**config.mk**
```make
export PLATFORM = sky130hd
export DESIGN_NAME = fpall_rr_scheduler_flat
export DESIGN_NICKNAME = d
export VERILOG_FILES = /design/src/rtl/fpall_rr_scheduler_if.sv /design/src/rtl/fpall_rr_scheduler.sv /design/src/flat_wrapper.sv
export SDC_FILE = /design/constraint.sdc
export NUM_CORES = 1
export LEC_CHECK = 0
export BUFFER_PORTS_ARGS = -buffer_cell sky130_fd_sc_hd__clkbuf_2
export CORE_MARGIN = 4
export CORE_UTILIZATION = 51
export CTS_BUF_LIST = sky130_fd_sc_hd__clkbuf_8
export CTS_CLUSTER_SIZE = 10
export DETAILED_ROUTE_END_ITERATION = 10
export PLACE_DENSITY_LB_ADDON = 0.2
export RECOVER_POWER = 100
export SLEW_MARGIN = 5
export SYNTH_ARGS = -nofsm -noshare
export SYNTH_HDL_FRONTEND = slang
export SYNTH_SLANG_ARGS = --single-unit
export TNS_END_PERCENT = 1
```
**constraint.sdc**
```tcl
create_clock -name clk -period 2.75 [get_ports clk]
set_input_delay 0.1375 -clock clk [delete_from_list [all_inputs] [get_ports clk]]
set_output_delay 0.1375 -clock clk [all_outputs]
set_load 0.01 [all_outputs]
```
**src/rtl/fpall_rr_scheduler_if.sv**
```systemverilog
// Shared FP-unit request/response bundle: per-requester operation requests in, tagged results out.
// Latency: none, wires only.
// Backpressure: req_ready grants one requester at a time; rsp_ready stalls the result head.
package fpall_pkg;
    typedef enum logic [1:0] {
        FMT_FP32 = 2'd0,
        FMT_FP16 = 2'd1
    } fp_fmt_e;

    typedef enum logic [1:0] {
        OP_ADD = 2'd0,
        OP_SUB = 2'd1,
        OP_MUL = 2'd2,
        OP_MAX = 2'd3
    } fp_op_e;
endpackage

interface fpall_rr_scheduler_if #(
    parameter int N_REQ = 4,
    parameter int ID_W  = $clog2(N_REQ)
);
    logic [N_REQ-1:0]  req_valid;
    logic [N_REQ-1:0]  req_ready;
    fpall_pkg::fp_fmt_e req_fmt [N_REQ];
    fpall_pkg::fp_op_e  req_op  [N_REQ];
    logic [31:0]       req_x   [N_REQ];
    logic [31:0]       req_y   [N_REQ];
    logic              rsp_valid;
    logic              rsp_ready;
    logic [ID_W-1:0]   rsp_id;
    logic [31:0]       rsp_r;

    // Requesters and result consumer
    modport master (
        output req_valid, req_fmt, req_op, req_x, req_y, rsp_ready,
        input  req_ready, rsp_valid, rsp_id, rsp_r
    );

    // Scheduler
    modport slave (
        input  req_valid, req_fmt, req_op, req_x, req_y, rsp_ready,
        output req_ready, rsp_valid, rsp_id, rsp_r
    );
endinterface

```
**src/rtl/fpall_rr_scheduler.sv**
```systemverilog
// Round-robin sharing of one pipelined FP unit between N_REQ requesters, results returned via a tagged FIFO.
// Latency: handshake edge E -> operands at E, result visible on rsp_* from edge E+LAT+1.
// Backpressure: issue only while in-flight + buffered results < FIFO_DEPTH, so no result is ever dropped.
module fpall_rr_scheduler #(
    parameter int N_REQ      = 4,
    parameter int ID_W       = $clog2(N_REQ),
    parameter int LAT        = 2,
    parameter int FIFO_DEPTH = 8
) (
    input  logic                  clk,
    input  logic                  rst_n,
    fpall_rr_scheduler_if.slave   bus,
    output fpall_pkg::fp_fmt_e    fpu_fmt,
    output fpall_pkg::fp_op_e     fpu_opcode,
    output logic [31:0]           fpu_x,
    output logic [31:0]           fpu_y,
    input  logic [31:0]           fpu_r
);
    localparam int PTR_W = (FIFO_DEPTH > 1) ? $clog2(FIFO_DEPTH) : 1;
    localparam int CNT_W = $clog2(FIFO_DEPTH + 1);
    localparam int OCC_W = $clog2(FIFO_DEPTH + LAT + 2);
    localparam int ENT_W = ID_W + 32;

    logic [ID_W-1:0]                 ptr_q, ptr_d;
    fpall_pkg::fp_fmt_e              fpu_fmt_q, fpu_fmt_d;
    fpall_pkg::fp_op_e               fpu_op_q, fpu_op_d;
    logic [31:0]                     fpu_x_q, fpu_x_d;
    logic [31:0]                     fpu_y_q, fpu_y_d;
    logic [LAT:0]                    tag_vld_q, tag_vld_d;
    logic [LAT:0][ID_W-1:0]          tag_id_q, tag_id_d;
    logic [FIFO_DEPTH-1:0][ENT_W-1:0] mem_q, mem_d;
    logic [PTR_W-1:0]                wr_ptr_q, wr_ptr_d;
    logic [PTR_W-1:0]                rd_ptr_q, rd_ptr_d;
    logic [CNT_W-1:0]                cnt_q, cnt_d;

    logic            gnt_vld;
    logic [ID_W-1:0] gnt_idx;
    logic [OCC_W-1:0] occ;
    logic            can_issue;
    logic            issue;
    logic            push;
    logic            pop;
    logic [ENT_W-1:0] head;

    // Pick the first valid requester after the last winner, wrapping around
    always_comb begin
        int          idx;
        logic [ID_W-1:0] idx_c;
        gnt_vld = 1'b0;
        gnt_idx = '0;
        idx     = 0;
        idx_c   = '0;
        for (int k = 1; k <= N_REQ; k++) begin
            idx   = (int'(ptr_q) + k) % N_REQ;
            idx_c = ID_W'(idx);
            if (!gnt_vld && bus.req_valid[idx_c]) begin
                gnt_vld = 1'b1;
                gnt_idx = idx_c;
            end
        end
    end

    // Credit: every in-flight tag and every buffered result holds a FIFO slot; a same-cycle pop is not counted
    always_comb begin
        occ = OCC_W'(cnt_q);
        for (int i = 0; i <= LAT; i++) begin
            occ = occ + OCC_W'(tag_vld_q[i]);
        end
    end

    assign can_issue = (occ < OCC_W'(FIFO_DEPTH));
    assign issue     = gnt_vld && can_issue && rst_n;
    assign push      = tag_vld_q[LAT];
    assign pop       = bus.rsp_valid && bus.rsp_ready;

    // One-hot grant for the winning requester only
    always_comb begin
        bus.req_ready = '0;
        if (issue) begin
            bus.req_ready[gnt_idx] = 1'b1;
        end
    end

    // Operand registers and RR pointer update on issue; hold otherwise
    always_comb begin
        ptr_d     = ptr_q;
        fpu_fmt_d = fpu_fmt_q;
        fpu_op_d  = fpu_op_q;
        fpu_x_d   = fpu_x_q;
        fpu_y_d   = fpu_y_q;
        if (issue) begin
            ptr_d     = gnt_idx;
            fpu_fmt_d = bus.req_fmt[gnt_idx];
            fpu_op_d  = bus.req_op[gnt_idx];
            fpu_x_d   = bus.req_x[gnt_idx];
            fpu_y_d   = bus.req_y[gnt_idx];
        end
    end

    // Tag pipeline mirrors the unit latency; the last stage marks when fpu_r holds a result
    always_comb begin
        tag_vld_d    = '0;
        tag_id_d     = '0;
        tag_vld_d[0] = issue;
        tag_id_d[0]  = gnt_idx;
        for (int i = 1; i <= LAT; i++) begin
            tag_vld_d[i] = tag_vld_q[i-1];
            tag_id_d[i]  = tag_id_q[i-1];
        end
    end

    // Result FIFO: capture from the last tag stage, pop on consumer handshake
    always_comb begin
        mem_d    = mem_q;
        wr_ptr_d = wr_ptr_q;
        rd_ptr_d = rd_ptr_q;
        cnt_d    = cnt_q;
        if (push) begin
            mem_d[wr_ptr_q] = {tag_id_q[LAT], fpu_r};
            wr_ptr_d = (wr_ptr_q == PTR_W'(FIFO_DEPTH - 1)) ? '0 : wr_ptr_q + 1'b1;
        end
        if (pop) begin
            rd_ptr_d = (rd_ptr_q == PTR_W'(FIFO_DEPTH - 1)) ? '0 : rd_ptr_q + 1'b1;
        end
        if (push && !pop) begin
            cnt_d = cnt_q + 1'b1;
        end else if (!push && pop) begin
            cnt_d = cnt_q - 1'b1;
        end
    end

    assign head          = mem_q[rd_ptr_q];
    assign bus.rsp_valid = (cnt_q != '0);
    assign bus.rsp_id    = bus.rsp_valid ? head[ENT_W-1:32] : '0;
    assign bus.rsp_r     = bus.rsp_valid ? head[31:0] : '0;

    assign fpu_fmt    = fpu_fmt_q;
    assign fpu_opcode = fpu_op_q;
    assign fpu_x      = fpu_x_q;
    assign fpu_y      = fpu_y_q;

    // State registers; reset discards everything in flight or buffered
    always_ff @(posedge clk) begin
        if (!rst_n) begin
            ptr_q     <= ID_W'(N_REQ - 1);
            fpu_fmt_q <= fpall_pkg::FMT_FP32;
            fpu_op_q  <= fpall_pkg::OP_ADD;
            fpu_x_q   <= '0;
            fpu_y_q   <= '0;
            tag_vld_q <= '0;
            tag_id_q  <= '0;
            mem_q     <= '0;
            wr_ptr_q  <= '0;
            rd_ptr_q  <= '0;
            cnt_q     <= '0;
        end else begin
            ptr_q     <= ptr_d;
            fpu_fmt_q <= fpu_fmt_d;
            fpu_op_q  <= fpu_op_d;
            fpu_x_q   <= fpu_x_d;
            fpu_y_q   <= fpu_y_d;
            tag_vld_q <= tag_vld_d;
            tag_id_q  <= tag_id_d;
            mem_q     <= mem_d;
            wr_ptr_q  <= wr_ptr_d;
            rd_ptr_q  <= rd_ptr_d;
            cnt_q     <= cnt_d;
        end
    end
endmodule

```
**src/flat_wrapper.sv**
```systemverilog
// flat-port wrapper written by rule: the top's interface ports become plain ports
module fpall_rr_scheduler_flat 
#(
    parameter int N_REQ      = 4,
    parameter int ID_W       = $clog2(N_REQ),
    parameter int LAT        = 2,
    parameter int FIFO_DEPTH = 8
)
  (clk, rst_n, fpu_fmt, fpu_opcode, fpu_x, fpu_y, fpu_r, bus_req_valid, bus_req_fmt, bus_req_op, bus_req_x, bus_req_y, bus_rsp_ready, bus_req_ready, bus_rsp_valid, bus_rsp_id, bus_rsp_r);
  fpall_rr_scheduler_if #(.N_REQ(N_REQ), .ID_W(ID_W)) bus_i ();
  input  logic clk;
  input  logic rst_n;
  output fpall_pkg::fp_fmt_e fpu_fmt;
  output fpall_pkg::fp_op_e fpu_opcode;
  output logic [31:0] fpu_x;
  output logic [31:0] fpu_y;
  input  logic [31:0] fpu_r;
  input wire logic [$bits(bus_i.req_valid)-1:0] bus_req_valid;
  input wire logic [$bits(bus_i.req_fmt)-1:0] bus_req_fmt;
  input wire logic [$bits(bus_i.req_op)-1:0] bus_req_op;
  input wire logic [$bits(bus_i.req_x)-1:0] bus_req_x;
  input wire logic [$bits(bus_i.req_y)-1:0] bus_req_y;
  input wire logic [$bits(bus_i.rsp_ready)-1:0] bus_rsp_ready;
  output wire logic [$bits(bus_i.req_ready)-1:0] bus_req_ready;
  output wire logic [$bits(bus_i.rsp_valid)-1:0] bus_rsp_valid;
  output wire logic [$bits(bus_i.rsp_id)-1:0] bus_rsp_id;
  output wire logic [$bits(bus_i.rsp_r)-1:0] bus_rsp_r;
  assign bus_i.req_valid = bus_req_valid;
  assign bus_i.req_fmt = {>>{bus_req_fmt}};
  assign bus_i.req_op = {>>{bus_req_op}};
  assign bus_i.req_x = {>>{bus_req_x}};
  assign bus_i.req_y = {>>{bus_req_y}};
  assign bus_i.rsp_ready = bus_rsp_ready;
  assign bus_req_ready = bus_i.req_ready;
  assign bus_rsp_valid = bus_i.rsp_valid;
  assign bus_rsp_id = bus_i.rsp_id;
  assign bus_rsp_r = bus_i.rsp_r;
  fpall_rr_scheduler #(.N_REQ(N_REQ), .ID_W(ID_W), .LAT(LAT), .FIFO_DEPTH(FIFO_DEPTH)) u_core (.clk(clk), .rst_n(rst_n), .bus(bus_i), .fpu_fmt(fpu_fmt), .fpu_opcode(fpu_opcode), .fpu_x(fpu_x), .fpu_y(fpu_y), .fpu_r(fpu_r));
endmodule
```
==> Yosys cells after proc, flatten, opt, wreduce, memory -nomap -nowiden <==
Cells that the tools add are included.
{ "totals": {"regBits": 361, "output_inout_bits": 107} }
{ "classes": {"n_addsub": 11, "n_lt_le_gt_ge": 11, "eq_ne": 2, "mux": 42, "n_bitwise": 1, "reduce_logical": 17} }
{ "op_table": {"columns": ["op", "count"], "rows": [
  ["$bwmux 272", 1],
  ["$mux 32", 5],
  ["$bmux 32 s2", 2],
  ["$bmux 34 s3", 1],
  ["$demux 34 s3", 1],
  ["$mux 34", 2],
  ["$mux 2", 9],
  ["$lt 2x3->1 const B", 5],
  ["$add 4x1->4", 3],
  ["$mux 4", 3],
  ["$logic_and 1x1->1", 10],
  ["$mux 1", 9],
  ["$bmux 1 s2", 4],
  ["$bmux 2 s2", 2],
  ["$lt 3x4->1 const B", 2],
  ["$add 3x1->3 const B", 2],
  ["$eq 3x3->1 const B", 2],
  ["$mux 3", 2],
  ["$logic_not 1->1", 5],
  ["$add 2x1->2 const B", 2],
  ["$add 2x2->2 const B", 2],
  ["$add 4x1->4 const B", 1],
  ["$lt 4x4->1 const B", 1],
  ["$reduce_bool 4->1", 1],
  ["7 further kinds", 7]
]} }

==> Depth between registers and ports, before layout <==
{ "depth": {"word_depth": 18, "depth_mapped": 13, "depth_no_buf": 11} }

==> Worst setup path after synthesis <==
No wires, ideal clock.
{ "synth_path": {"path_kind": "register to register", "from": "register u_core.tag_vld_q[2]", "to": "register u_core.fpu_y_q[21], in the netlist u_core.fpu_y[21]", "arrival_ns": 2.530, "setup_slack_ns": 0.142, "path_stages_with_launch": 14, "synth_period_minus_slack_ns": 2.608, "cell_sequence": "dfxtp_1 > buf_2 > inv_1 > fa_1 > inv_1 > ha_1 > and3b_1 > o21a_1 > mux2_4 > inv_4 > nand2_8 > buf_12 > buf_12 > o221ai_2"} }
{ "synth_between": {"elab_chain_cells": 4} }
{ "synth_lines": {"columns": ["element", "line_no", "rtl"], "rows": [
  ["start: declaration", "fpall_rr_scheduler.sv:29", "logic [LAT:0] tag_vld_q, tag_vld_d;"],
  ["start signal: assignment", "fpall_rr_scheduler.sv:162", "tag_vld_q <= tag_vld_d;"],
  ["$add 4x1->4", "fpall_rr_scheduler.sv:67", "occ = occ + OCC_W'(tag_vld_q[i]);"],
  ["$lt 4x4->1", "fpall_rr_scheduler.sv:71", "assign can_issue = (occ < OCC_W'(FIFO_DEPTH));"],
  ["$logic_and 1x1->1 (2 in a row)", "fpall_rr_scheduler.sv:72", "assign issue = gnt_vld && can_issue && rst_n;"],
  ["end signal: assignment", "fpall_rr_scheduler.sv:161", "fpu_y_q <= fpu_y_d;"],
  ["end: declaration", "fpall_rr_scheduler.sv:28", "logic [31:0] fpu_y_q, fpu_y_d;"]
]} }
No other way between the ends.
A chain may end at the register's enable or synchronous reset.

==> Worst setup path in the final report <==
{ "layout_path": {"from": "register u_core.tag_vld_q[0]", "to": "output port bus_req_ready[2]"} }
{ "layout_between": {"elab_chain_cells": 7} }
{ "layout_lines": {"columns": ["element", "line_no", "rtl"], "rows": [
  ["$add 4x1->4 (3 in a row)", "fpall_rr_scheduler.sv:67", null],
  ["$lt 4x4->1", "fpall_rr_scheduler.sv:71", null],
  ["$logic_and 1x1->1 (2 in a row)", "fpall_rr_scheduler.sv:72", null],
  ["$mux 4", "fpall_rr_scheduler.sv:79", "if (issue) begin"],
  ["end: declaration", "flat_wrapper.sv:24", "output wire logic [$bits(bus_i.req_ready)-1:0] bus_req_ready;"]
]} }
No other way between the ends.

==> run_results.csv <==
group,metric,value,unit
critical_path,worstPathMaxFanout,3,
global_route,grt_pass1_wl,100.6,mm
die,std_cell_rows,68,
run_status,violations,"capacitance limit, slew limit, setup timing",
placement,dp_hpwl,40.06,mm
placement,io_buffers,417,
run,drv_cap,1,
synth,yosys_warnings,0,
die,initial_core_util,51.76,%
sta,setup_ws,-0.1076,ns
global_route,grt_max_degree,290,
critical_path,crit_type,"reg -> out",
sta,setup_viol,15,
critical_path,r2r_slack,-0.09,ns
sta,tightestPinTransition,1.839,ns
final_layout,final_core_util,70.68,%
sta,slew_headroom,-22.63,%
critical_path,r2r-start,"u_core.ptr_q[0]",
synth,async_reset_ff_share,0,%
synth,synth_nets,2203,
drt,drt_iter0_markers,1204,
final_layout,layout.nets,2868,
global_route,grt_overflow,0,
final_layout,final_cells,3053,
drt,remaining_drc_errors,0,
final_layout,fill_cells,2638,
pwr,ir_drop,0.4911,mV
synth,synth_cell_types,49,
final_layout,final-seq-area,7239,um2
drt,dr.pass1.iters,5,
critical_path,cp-end-kind,"output port",
synth,ys.flop_type,"dfxtp_1",
drt,routed_wl,65.11,mm
sta,max_freq,0.3499,GHz
synth,syn_area,17880,um2
synth,ys_seq_area_share,40.42,%
die,die_area,38120,um2
final_layout,areaGrowthSynthToFinish,36.55,%
pwr,power_density,677.1,nW/um2
synth,ys_ff_latch,361,
global_route,grt_usage,33.18,%
critical_path,arrival,2.72,ns
placement,globalplace.congestion,1.057,
cts,cts_root_buf,"clkbuf_8",
sta,skew,0.03636,ns
min_path,min_path_type,"in -> reg",
final_layout,multi_input_area,9585,um2
synth,synth.largest_area_cell,"dfxtp_1",
drt,vias,16720,
sta,rsz0062_at_grt,"yes",
sta,drv_slew,290,
sta,setup_tns,-0.7263,ns
critical_path,crit_path_start,"u_core.tag_vld_q[0]",
critical_path,setup.worst_path.end,"bus_req_ready[2]",
critical_path,cp.required,2.61,ns
die,core-area,34540,um2
cts,clk_transition_reported_paths,0.06,ns
synth,synth_area_per_cell,9.500,um2
die,die_w,195.2,um
sta,period_needed,2.858,ns
drt,ant_nets,0,
synth,synth-edff-count,0,
cts,htreeDepth,3,
global_route,antenna_found_initial,2,
die,io_pins,418,
sta,hold_violations,0,
run_status,status,"finished, violations left",
cts,cts_made_buffers,66,
drt,wl_per_cell,21.33,um
critical_path,r2r-end,"u_core.fpu_x[24]",
placement,dpl.cell_count,2635,
synth,synth_top_area_share,40.42,%
synth,netlist_top_cells_area,"dfxtp_1 40%, nand2_1 13%, a21boi_0 11%",
global_route,grt_pass1_vias,17578,
critical_path,rr_worst_depth,8,
cts,cts_tree,"done",
pwr,p_leak,9.563,nW
pwr,power,16.53,mW
die,fp.dieH,195.2,um
min_path,hold_depth,4,
critical_path,startpoint_type,"flip-flop",
cts,clock_latency,0.59,ns
final_layout,drive_gt1_share,26.03,%
synth,synthCells,1882,
cts,clkSinkCount,361,
sta,period_share,103.9,%
drt,via_per_inst,5.477,
cts,clockBufferDepth,3,
-- metal layers --
layer	vias up	part of all wire, %	GRT usage, %
met5	-	0.026	0
met4	2	4.2	12.93
met3	166	6.8	6.280
met2	733	48	55.37
met1	8026	41	42.86
li1	7793	-	-
-- metrics by stage --
step                hold slack [ns]  cell area [um2]  setup slack (ns)
finish                      0.05078            24410           -0.1076
global route                0.03203            24410           -0.2043
CTS                        0.001311            24550           -0.1363
detailed placement           0.4193            20130            0.1117
global placement             0.4206            20130            0.1740
floorplan                    0.3130            17880            0.1418
-- kinds of logic (layout without fill, tap and decap cells) --
kind of cell    count (synthesis)  after routing  share of synthesized area [%]
simple gates                  715            715                          15.88
flops                         361            361                          40.42
compound gates                360            360                          18.04
mux                           243            243                          18.39
buf+inv                       190            905                          6.340
fa+ha+maj                      10             10                         0.7838
xor+xnor                        3              3                         0.1470
other cells                     0              1                              0
-- power by group --
group	switching, mW	internal (mW)
sequential	0.383	5.69
combinational	2.88	2.34
clock	2.22	3.02
total	5.48	11.1
-- how the worst min path moves through the flow --
stage	from	to
finish	bus_req_y[0]	u_core.fpu_y[0]
global route	bus_req_y[101]	u_core.fpu_y[5]
CTS	bus_req_y[0]	u_core.fpu_y[0]
detailed placement	u_core.tag_id_d[2]	u_core.tag_id_d[4]
global placement	u_core.tag_id_d[2]	u_core.tag_id_d[4]
floorplan	rst_n	u_core.cnt_q[3]
-- state kept, by name (all words and copies together) (netlist names) --
| register | cells |
|---|---|
| u_core.tag_id_q | 2 |
| u_core.fpu_fmt | 2 |
| u_core.tag_id_d | 4 |
| u_core.fpu_y | 32 |
| u_core.tag_vld_q | 3 |
| u_core.fpu_opcode | 2 |
| u_core.ptr_q | 2 |
| u_core.fpu_x | 32 |
| u_core.rd_ptr_q | 3 |
| u_core.wr_ptr_q | 3 |
| u_core.mem_q | 272 |
| u_core.cnt_q | 4 |
-- synthesized netlist by cell type (2+ instances only) --
library cell  number
buf_4              8
and2_1             9
ha_1               8
buf_12            15
a21oi_2            2
nor2b_1           10
o221ai_2          68
mux2i_1          174
dfxtp_1          361
clkbuf_2           3
buf_8              4
a21boi_0         269
buf_1              7
mux4_2            68
nor3_1             5
buf_6              2
a21oi_1            4
nand2b_1           8
clkbuf_1          77
fa_1               2
nand3_1            5
a21o_1             3
nor2_1            48
a22oi_1            2
nand2_8            2
inv_1              8
xnor2_1            3
buf_2             64
a21boi_1           3
nand2_1          621
-- placed cells by master (no fill, tap or decap), drive strengths merged, types with 8 or more instances in the layout --
master / count
dfxtp: 361
dlygate4sd3: 297
mux2i: 174
o221ai: 68
inv: 32
clkbuf: 509
a21boi: 272
nor2: 48
and2: 9
nand2: 623
nand2b: 8
nor2b: 11
ha: 8
buf: 62
mux4: 68
-- final cells by class --
| type | count | share of cell area (%) |
|---|---|---|
| Antenna cell | 1 | 0.01025 |
| Tap cell | 455 | 2.332 |
| Clock buffer | 91 | 5.130 |
| Inverter | 10 | 0.1947 |
| Timing Repair Buffer | 777 | 22.88 |
| Clock inverter | 27 | 0.5432 |
| Sequential cell | 361 | 29.65 |
| Multi-Input combinational cell | 1331 | 39.26 |
-- worst max-delay path, cell delays in order, from the launching register on --
cell	delay [ns]
dfxtp_2	0.33
inv_2	0.04
fa_2	0.38
inv_2	0.07
ha_4	0.19
and3b_1	0.18
o21a_1	0.20
mux2_4	0.35
inv_8	0.06
nand2_4	0.06
nor2_2	0.16
buf_2	0.14
-- repair_timing --
| item | CTS | global route |
|---|---|---|
| pin swaps | 5 | 3 |
| resized for setup | 16 | 7 |
| hold buffers | 297 | 0 |
| endpoints found under the setup margin | 4 | 35 |
| setup buffers | 2 | 0 |
| endpoints found under the hold margin | 325 | 0 |
(Power assumes the default switching activity.)
